## config.mk

```make
export PLATFORM = sky130hd
export DESIGN_NAME = jtag_scan_ctrl
export DESIGN_NICKNAME = d
export VERILOG_FILES = /design/src/rtl/jtag_scan_ctrl.sv
export SDC_FILE = /design/constraint.sdc
export NUM_CORES = 1
export LEC_CHECK = 0
export ABC_AREA = 1
export CAP_MARGIN = 20
export CORE_UTILIZATION = 40
export CTS_CLUSTER_SIZE = 8
export DETAILED_ROUTE_END_ITERATION = 10
export GPL_TIMING_DRIVEN = 0
export RECOVER_POWER = 50
export SYNTH_ARGS = -nofsm -noshare
export SYNTH_HDL_FRONTEND = slang
export SYNTH_SLANG_ARGS = --single-unit
export TNS_END_PERCENT = 10
```

## constraint.sdc

```tcl
create_clock -name clk -period 2.1 [get_ports clk]
set_input_delay 0.21 -clock clk [delete_from_list [all_inputs] [get_ports clk]]
set_output_delay 0.21 -clock clk [all_outputs]
set_load 0.01 [all_outputs]
```

## src/rtl/jtag_scan_ctrl.sv

```systemverilog
`default_nettype none
// ============================================================================
// Module      : jtag_scan_ctrl
// Description : Command-driven JTAG master; walks a same-clock TAP through
//               reset / IR scan / DR scan / idle-run sequences and returns TDO.
//               Optional macro JTAG_SCAN_PAUSE_EN adds shift_hold (PAUSE_xR).
// Revision    : 1.0 - initial release
// ============================================================================
module jtag_scan_ctrl #(
    parameter int DATA_W = 32,
    parameter int LEN_W  = 6
) (
    input  logic              clk,
    input  logic              reset,
    input  logic              cmd_valid,
    output logic              cmd_ready,
    input  logic [1:0]        cmd_type,
    input  logic [LEN_W-1:0]  cmd_len,
    input  logic [DATA_W-1:0] cmd_data,
    output logic              tms,
    output logic              tdi,
    input  logic              tdo,
    output logic              rsp_valid,
    input  logic              rsp_ready,
    output logic [DATA_W-1:0] rsp_data,
    output logic              rsp_err,
    output logic [3:0]        tap_state
`ifdef JTAG_SCAN_PAUSE_EN
    ,
    input  logic              shift_hold
`endif
);

    localparam logic [3:0] c_tlr    = 4'd0;
    localparam logic [3:0] c_rti    = 4'd1;
    localparam logic [3:0] c_sel_dr = 4'd2;
    localparam logic [3:0] c_cap_dr = 4'd3;
    localparam logic [3:0] c_sh_dr  = 4'd4;
    localparam logic [3:0] c_ex1_dr = 4'd5;
    localparam logic [3:0] c_pa_dr  = 4'd6;
    localparam logic [3:0] c_ex2_dr = 4'd7;
    localparam logic [3:0] c_upd_dr = 4'd8;
    localparam logic [3:0] c_sel_ir = 4'd9;
    localparam logic [3:0] c_cap_ir = 4'd10;
    localparam logic [3:0] c_sh_ir  = 4'd11;
    localparam logic [3:0] c_ex1_ir = 4'd12;
    localparam logic [3:0] c_pa_ir  = 4'd13;
    localparam logic [3:0] c_ex2_ir = 4'd14;
    localparam logic [3:0] c_upd_ir = 4'd15;

    localparam logic [1:0] c_cmd_rst  = 2'b00;
    localparam logic [1:0] c_cmd_ir   = 2'b01;
    localparam logic [1:0] c_cmd_dr   = 2'b10;
    localparam logic [1:0] c_cmd_idle = 2'b11;

    typedef enum logic [2:0] {
        S_INIT = 3'd0,
        S_BOOT = 3'd1,
        S_IDLE = 3'd2,
        S_RUN  = 3'd3,
        S_RESP = 3'd4
    } state_t;

    function automatic logic [3:0] f_tap_next(input logic [3:0] s, input logic m);
        case (s)
            c_tlr:    f_tap_next = m ? c_tlr    : c_rti;
            c_rti:    f_tap_next = m ? c_sel_dr : c_rti;
            c_sel_dr: f_tap_next = m ? c_sel_ir : c_cap_dr;
            c_cap_dr: f_tap_next = m ? c_ex1_dr : c_sh_dr;
            c_sh_dr:  f_tap_next = m ? c_ex1_dr : c_sh_dr;
            c_ex1_dr: f_tap_next = m ? c_upd_dr : c_pa_dr;
            c_pa_dr:  f_tap_next = m ? c_ex2_dr : c_pa_dr;
            c_ex2_dr: f_tap_next = m ? c_upd_dr : c_sh_dr;
            c_upd_dr: f_tap_next = m ? c_sel_dr : c_rti;
            c_sel_ir: f_tap_next = m ? c_tlr    : c_cap_ir;
            c_cap_ir: f_tap_next = m ? c_ex1_ir : c_sh_ir;
            c_sh_ir:  f_tap_next = m ? c_ex1_ir : c_sh_ir;
            c_ex1_ir: f_tap_next = m ? c_upd_ir : c_pa_ir;
            c_pa_ir:  f_tap_next = m ? c_ex2_ir : c_pa_ir;
            c_ex2_ir: f_tap_next = m ? c_upd_ir : c_sh_ir;
            c_upd_ir: f_tap_next = m ? c_sel_dr : c_rti;
            default:  f_tap_next = c_tlr;
        endcase
    endfunction

    state_t             r_state, w_state_nxt;
    logic               r_tms, w_tms_nxt;
    logic               r_tdi, w_tdi_nxt;
    logic [3:0]         r_tap, w_tap_nxt;
    logic [1:0]         r_type;
    logic [LEN_W-1:0]   r_len;
    logic [DATA_W-1:0]  r_data;
    logic [LEN_W-1:0]   r_cnt, w_cnt_nxt;
    logic [LEN_W-1:0]   r_bit, w_bit_nxt, w_nbit;
    logic               r_rsp_valid, w_rsp_valid_nxt;
    logic               r_rsp_err, w_rsp_err_nxt;
    logic [DATA_W-1:0]  r_rsp_data, w_rsp_data_nxt;
    logic               w_accept, w_is_sh, w_nxt_sh, w_scan_cmd, w_len_bad, w_hold;

`ifdef JTAG_SCAN_PAUSE_EN
    assign w_hold = shift_hold;
`else
    assign w_hold = 1'b0;
`endif

    // tap_state is the state the TAP occupies this cycle; w_tap_nxt is where
    // it will be next cycle, which is what the next registered tms must steer.
    assign w_tap_nxt  = f_tap_next(r_tap, r_tms);
    assign w_is_sh    = (r_tap == c_sh_dr) || (r_tap == c_sh_ir);
    assign w_nxt_sh   = (w_tap_nxt == c_sh_dr) || (w_tap_nxt == c_sh_ir);
    assign w_nbit     = w_is_sh ? r_bit + LEN_W'(1) : r_bit;
    assign w_scan_cmd = (cmd_type == c_cmd_ir) || (cmd_type == c_cmd_dr);
    assign w_len_bad  = (cmd_len == '0) || (cmd_len > LEN_W'(DATA_W));
    assign w_accept   = (r_state == S_IDLE) && cmd_valid;

    always_ff @(posedge clk) begin
        if (reset) begin
            r_state     <= S_INIT;
            r_tms       <= 1'b1;
            r_tdi       <= 1'b0;
            r_tap       <= c_tlr;
            r_type      <= c_cmd_rst;
            r_len       <= '0;
            r_data      <= '0;
            r_cnt       <= '0;
            r_bit       <= '0;
            r_rsp_valid <= 1'b0;
            r_rsp_err   <= 1'b0;
            r_rsp_data  <= '0;
        end else begin
            r_state     <= w_state_nxt;
            r_tms       <= w_tms_nxt;
            r_tdi       <= w_tdi_nxt;
            r_tap       <= w_tap_nxt;
            r_cnt       <= w_cnt_nxt;
            r_bit       <= w_bit_nxt;
            r_rsp_valid <= w_rsp_valid_nxt;
            r_rsp_err   <= w_rsp_err_nxt;
            r_rsp_data  <= w_rsp_data_nxt;
            if (w_accept) begin
                r_type <= cmd_type;
                r_len  <= cmd_len;
                r_data <= cmd_data;
            end
        end
    end

    always_comb begin
        w_state_nxt     = r_state;
        w_tms_nxt       = 1'b0;
        w_tdi_nxt       = 1'b0;
        w_cnt_nxt       = r_cnt;
        w_bit_nxt       = r_bit;
        w_rsp_valid_nxt = r_rsp_valid;
        w_rsp_err_nxt   = r_rsp_err;
        w_rsp_data_nxt  = r_rsp_data;

        case (r_state)
            S_INIT: w_state_nxt = S_BOOT;
            S_BOOT: w_state_nxt = S_IDLE;
            S_IDLE: begin
                if (cmd_valid) begin
                    w_cnt_nxt      = LEN_W'(1);
                    w_bit_nxt      = '0;
                    w_rsp_data_nxt = '0;
                    if ((w_scan_cmd && w_len_bad) || (cmd_type == c_cmd_idle && cmd_len == '0)) begin
                        w_rsp_valid_nxt = 1'b1;
                        w_rsp_err_nxt   = w_scan_cmd;
                        w_state_nxt     = S_RESP;
                    end else begin
                        w_tms_nxt   = (cmd_type != c_cmd_idle);
                        w_state_nxt = S_RUN;
                    end
                end
            end
            S_RUN: begin
                case (r_type)
                    c_cmd_rst: begin
                        if (r_cnt == LEN_W'(6)) begin
                            w_rsp_valid_nxt = 1'b1;
                            w_state_nxt     = S_RESP;
                        end else begin
                            w_tms_nxt = (r_cnt < LEN_W'(5));
                            w_cnt_nxt = r_cnt + LEN_W'(1);
                        end
                    end
                    c_cmd_idle: begin
                        if (r_cnt == r_len) begin
                            w_rsp_valid_nxt = 1'b1;
                            w_state_nxt     = S_RESP;
                        end else begin
                            w_cnt_nxt = r_cnt + LEN_W'(1);
                        end
                    end
                    default: begin
                        // TDO is sampled only in true SHIFT cycles, never on the pause path.
                        if (w_is_sh) begin
                            w_rsp_data_nxt = r_rsp_data | (DATA_W'(tdo) << r_bit);
                            w_bit_nxt      = r_bit + LEN_W'(1);
                        end
                        if (r_tap == c_upd_dr || r_tap == c_upd_ir) begin
                            w_rsp_valid_nxt = 1'b1;
                            w_state_nxt     = S_RESP;
                        end else begin
                            case (w_tap_nxt)
                                c_sel_dr:          w_tms_nxt = (r_type == c_cmd_ir);
                                c_sh_dr, c_sh_ir:  w_tms_nxt = (w_nbit == r_len - LEN_W'(1)) || w_hold;
                                c_ex1_dr, c_ex1_ir: w_tms_nxt = (w_nbit == r_len);
                                c_pa_dr, c_pa_ir:  w_tms_nxt = !w_hold;
                                default:           w_tms_nxt = 1'b0;
                            endcase
                            w_tdi_nxt = w_nxt_sh && (|(r_data & (DATA_W'(1) << w_nbit)));
                        end
                    end
                endcase
            end
            S_RESP: begin
                if (rsp_ready) begin
                    w_rsp_valid_nxt = 1'b0;
                    w_rsp_err_nxt   = 1'b0;
                    w_rsp_data_nxt  = '0;
                    w_state_nxt     = S_IDLE;
                end
            end
            default: w_state_nxt = S_INIT;
        endcase
    end

    assign cmd_ready = (r_state == S_IDLE);
    assign tms       = r_tms;
    assign tdi       = r_tdi;
    assign rsp_valid = r_rsp_valid;
    assign rsp_err   = r_rsp_err;
    assign rsp_data  = r_rsp_data;
    assign tap_state = r_tap;

endmodule
`default_nettype wire
```

-- Yosys cells after proc, flatten, opt, wreduce, memory -nomap -nowiden
Index checks and enable logic that the tools add are counted.
- bits in registers: 95
- bits in latches: 0
- memory bits (writable): 0
- memory bits (read-only): 0
- bits of input ports: 45
- logic and storage cells: 154
- memories kept: 0
- add/subtract/negate cells: 3
- multipliers: 0
- divide/modulo/power cells: 0
- magnitude comparators: 2
- equality and inequality tests: 47
- shifts and indexed selects: 2
- multiplexer cells: 53
- bitwise operators: 3
- reductions and logical operators: 32
- operators with widths (operator ; number):
    32-bit 2-to-1 mux ; 4
    32-bit case mux with 3 select lines ; 1
    4-bit case mux with 12 select lines ; 1
    4-bit == test (second input constant) ; 11
    6-bit 2-to-1 mux ; 6
    6-bit case mux with 2 select lines ; 3
    32-bit AND ; 1
    32-bit bitwise OR ; 1
    32-bit OR reduction ; 1
    1-bit by 6-bit << shifter with 32-bit output ; 1
    1-bit by 6-bit << shifter with 32-bit output (first input constant) ; 1
    4-bit by 3-bit == test with 1-bit output (second input constant) ; 7
    3-bit 2-to-1 mux ; 8
    6-bit == test ; 3
    4-bit 2-to-1 mux ; 4
    1-bit 2-to-1 mux ; 15
    3-bit inequality test (second input constant) ; 5
    3-bit case mux with 5 select lines ; 1
    5-bit AND reduction ; 3
    6-bit by 1-bit adder with 6-bit output (second input constant) ; 2
    4-bit by 2-bit == test with 1-bit output (second input constant) ; 3
    2-bit OR reduction ; 6
    2-bit inequality test (second input constant) ; 5
    1-bit case mux with 2 select lines ; 4
    30 further kinds ; 45

-- Longest topological paths before layout
- depth in word-level cells: 9
- depth in mapped cells: 17

-- Worst setup path before layout
OpenSTA, ideal clock, no wires.
- path type: register to register
- from: register r_tap[2] (netlist: tap_state[2])
- to: register r_tdi (netlist: tdi)
- library setup time: 0.114 ns
- arrival time: 1.799 ns
- data required time: 1.986 ns
- setup slack: 0.188 ns
- stages on the path, launching flop included: 15
- path buffers: 1
- clock period less this slack: 1.912 ns
- cell sequence: dfxtp_1 -> inv_1 -> nor2_2 -> nand2_2 -> nand2_4 -> nand2_2 -> nand2_2 -> inv_2 -> buf_2 -> nand4_1 -> nand2_1 -> nor2_1 -> nand3_1 -> o21bai_1 -> nor2_1
- longest elaborated chain between the ends: 7
- elaborated cells on any way between the ends: 31
- classes of those cells: 17 x eq/ne; 1 x shift; 2 x mux; 1 x bitwise; 10 x reduce/logical
- RTL lines (item ; RTL line ; source):
    from (decl) ; 89 ; logic [3:0] r_tap, w_tap_nxt;
    from (signal assigned) ; 121 ; r_tap <= c_tlr;
    from (signal assigned) ; 134 ; r_tap <= w_tap_nxt;
    4-bit by 3-bit == test with 1-bit output / 4-bit == test (equally long branches) ; 65, 109 ;
    1-bit logical OR ; 109 ; assign w_is_sh = (r_tap == c_sh_dr) || (r_tap == c_sh_ir);
    6-bit 2-to-1 mux ; - ;
    1-bit by 6-bit << shifter with 32-bit output ; 212 ; w_tdi_nxt = w_nxt_sh && (|(r_data & (DATA_W'(1) << w_nbit)));
    32-bit AND ; 212 ;
    32-bit OR reduction ; 212 ;
    1-bit logical AND ; 212 ;
    to (signal assigned) ; 133 ; r_tdi <= w_tdi_nxt;
    to (decl) ; 88 ; logic r_tdi, w_tdi_nxt;
Several ways; a longest one is shown, not always the timed one.
A chain may end at the register's enable or synchronous reset.

-- Worst setup path after layout
- from: register r_tap[3] (netlist: tap_state[3])
- to: register r_tdi (netlist: tdi)
Same word-level chain as after synthesis.

==> results.yml <==
synthesis:
  synth_compound_area_frac: 0.1303
  syn_area_per_cell_sq_um: 6.450
  synth.area.mux_share: 0
  yosys_warnings: 0
  synth-adder-area-share: 0.02188
  synth_xor_area_frac: 0.01361
  ys_seq_elements: 95
  yosys.area_share.simple: 0.3576
  synth_top_family_by_area: "simple AND/OR/NAND/NOR gates"
  syn_inst: 798
  synth_area_sq_mm: 0.005147
  yosysSeqAreaShare: 0.3695
  syn-num-nets: 852
  synth_cell_types: 31
critical_path:
  cp_cell_sequence: "inv_1 -> nor2_4 -> nand2_4 -> nand3_1 -> nand2_1 -> nor2_2 -> nand3_1 -> nor2_1 -> nor2_1 -> nand3_1 -> o21bai_1 -> nor2_1"
  path_delay_family: "simple AND/OR/NAND/NOR gates"
  path_buf_inv: 1
  path_max_fanout: 7
  cp_slowest_cell: "dfxtp_4"
  endpoint_kind: "flip-flop"
  worstSetupStartpointType: "flip-flop"
  cpPeakStageDelay_ns: 0.39
  required_ns: 2.38
  crit_type: "flip-flop to flip-flop"
  cp.arrival_ns: 2.30
  rrSetupSlack_ns: 0.08
outcome:
  status: "finished clean"
die:
  core_sq_mm: 0.01257
  die_area_sq_mm: 0.01333
  rows: 41
  die_w_microns: 115.4
  initial_core_util: 0.4096
  ioPinCount: 86
  chipHeight_microns: 115.4
timing:
  finalCritPeriodShare: 0.9606
  holdWs_ns: 0.3017
  drv_slew: 0
  hold_violations: 0
  finalSetupTns_ns: 0
  tightest_slew_ns: 0.7034
  fin_skew_ns: 0.008072
  rsz0062_at_grt: "yes"
  relSlewSlack: 0.5310
  fin_crit_ns: 2.017
  setup_viol_count_final: 0
  fmax_mhz: 495.7
cells_and_area:
  diodes: 0
  mostFrequentLayoutCells: "nand2_1 (197), inv_1 (97), a21oi_1 (91), nand3_1 (91), dfxtp_1 (88)"
  drive_gt1_frac: 0.1037
  area_growth_pct: 31.70
  fillers: 1310
  mostFrequentLayoutCell: "nand2_1"
  nets: 965
grt:
  grt_max_degree: 19
  grt_usage: 0.2307
  grt_overflow: 0
  grt_pass1_wl_microns: 23720
  antenna_found_initial: 0
  grt_pass1_vias: 4985
detailed_routing:
  ant_nets: 0
  finalWirelength_microns: 15100
  drt_iter0_markers: 385
  wl_per_cell_microns: 13.87
  first_pass_iters: 7
  vias_per_cell: 5.072
  vias: 5518
  drc: 0
clock_tree:
  clk_pin_slew_ns: 0.07
  cts-root-buf: "clkbuf_16"
  ctsLongestPathBuffers: 2
  clock_latency_ns: 0.35
  numCtsBuffers: 9
  cts_hold_buf: 0
  clock_sink_count: 95
  cts_tree: "built"
  htreeDepth: 3
place:
  dp_hpwl_microns: 11590
  place_congestion: 0.8687
  portBuffers: 83
power:
  peakVddDrop_mv: 0.5384
  power.leakage_uw: 0.002813
  powerDensity_mw_per_mm2: 846.7
min_path:
  hold_class: "input pin to flip-flop"
job:
  maxCapViolCount: 0
## state kept, by name, indices dropped and copies added (netlist names), 2 cells and up
name	flops
r_bit	6
r_data	32
r_type	2
rsp_data	32
r_state	3
r_cnt	6
r_len	6
tap_state	4
## Yosys cell counts
library cell  count  area [sq um]
or2_2             1         6.260
o2111ai_1         1         8.760
or2_1             2         12.51
nand3_1          91         455.4
inv_2             7         26.28
o21ai_1           3         15.01
nand3b_1          3         22.52
buf_2             6         30.03
dfxtp_1          95          1902
nand2_1         199         747.0
clkbuf_1         26         97.59
nor3_4            4         65.06
o21bai_1          1         7.510
ha_1              9         112.6
nand2_2           5         31.28
nor2_1           68         255.2
nor2_2            2         12.51
inv_1           100         375.4
buf_4             3         22.52
o21ai_0          32         160.2
nor4_1            2         12.51
xor2_1            5         43.79
o211a_1           1         10.01
a21oi_1          92         460.4
and3_1            1         6.260
nand2_4           1         11.26
nor3_1           12         60.06
nor2_4            1         11.26
xnor2_1           3         26.28
o21ai_2           1         8.760
nand4_1          21         131.4
## report_power, final
group / internal [uW] / total [uW] / switching, uW
clock: 953 / 1740 / 791
sequential: 1980 / 2120 / 140
combinational: 710 / 1880 / 1170
## cells by family after synthesis
| kind of cell | count (synthesis) |
|---|---|
| AO/OA/AOI/OAI | 131 |
| XOR/XNOR | 8 |
| adder cells (fa/ha/maj) | 9 |
| buffers and inverters | 142 |
| flip-flops | 95 |
| AND/OR/NAND/NOR | 413 |
## metrics by stage
| stage | worst slack, ns | cells | power (uW) | util | instance area [sq um] |
|---|---|---|---|---|---|
| floorplan | 0.1875 | 798 | 3260 | - | 5147 |
| global placement | -0.2742 | 1053 | 3767 | 0.4928 | 6193 |
| detailed placement | -0.2301 | 1053 | 3798 | 0.4928 | 6193 |
| CTS | 0.008215 | 1077 | 5645 | 0.5264 | 6616 |
| global route | -0.06019 | 1088 | 6068 | 0.5394 | 6779 |
| finish | 0.08277 | 1088 | 5740 | 0.5394 | 6779 |
## area by class of cell
type | count | area (sq um) | area share
multi-input cells | 561 | 2788 | 0.4112
flip-flops and latches | 95 | 1921 | 0.2833
repair buffers | 103 | 973.4 | 0.1436
inverters | 107 | 401.6 | 0.05925
clock buffers | 9 | 225.2 | 0.03322
well taps | 172 | 215.2 | 0.03175
plain buffers | 34 | 166.4 | 0.02455
clock inverters | 7 | 88.84 | 0.01310
## timing repair
action / 4_1_cts / 5_1_grt
buffers inserted: 8 / 11
resized for setup: 20 / 38
setup endpoints to repair: 45 / 49
pin swaps: 6 / 9
cloned: 0 / 1
## path summary, 6_finish.rpt
path / from / end / cells past startpoint
setup / recovery: tap_state[3] / tdi / 12
setup reg to reg: tap_state[3] / tdi / 12
hold / removal: reset / rsp_err / 2
hold reg to reg: rsp_data[22] / rsp_data[22] / 2
## per-layer routing
metal	routed length (microns)	part of all wire	track usage
met2	7151	0.47	0.3872
met4	358	0.024	0.09870
met1	6815	0.45	0.2947
met5	0	0	0
met3	769	0.051	0.03452
Note: power is estimated with default switching activity, not from simulation.
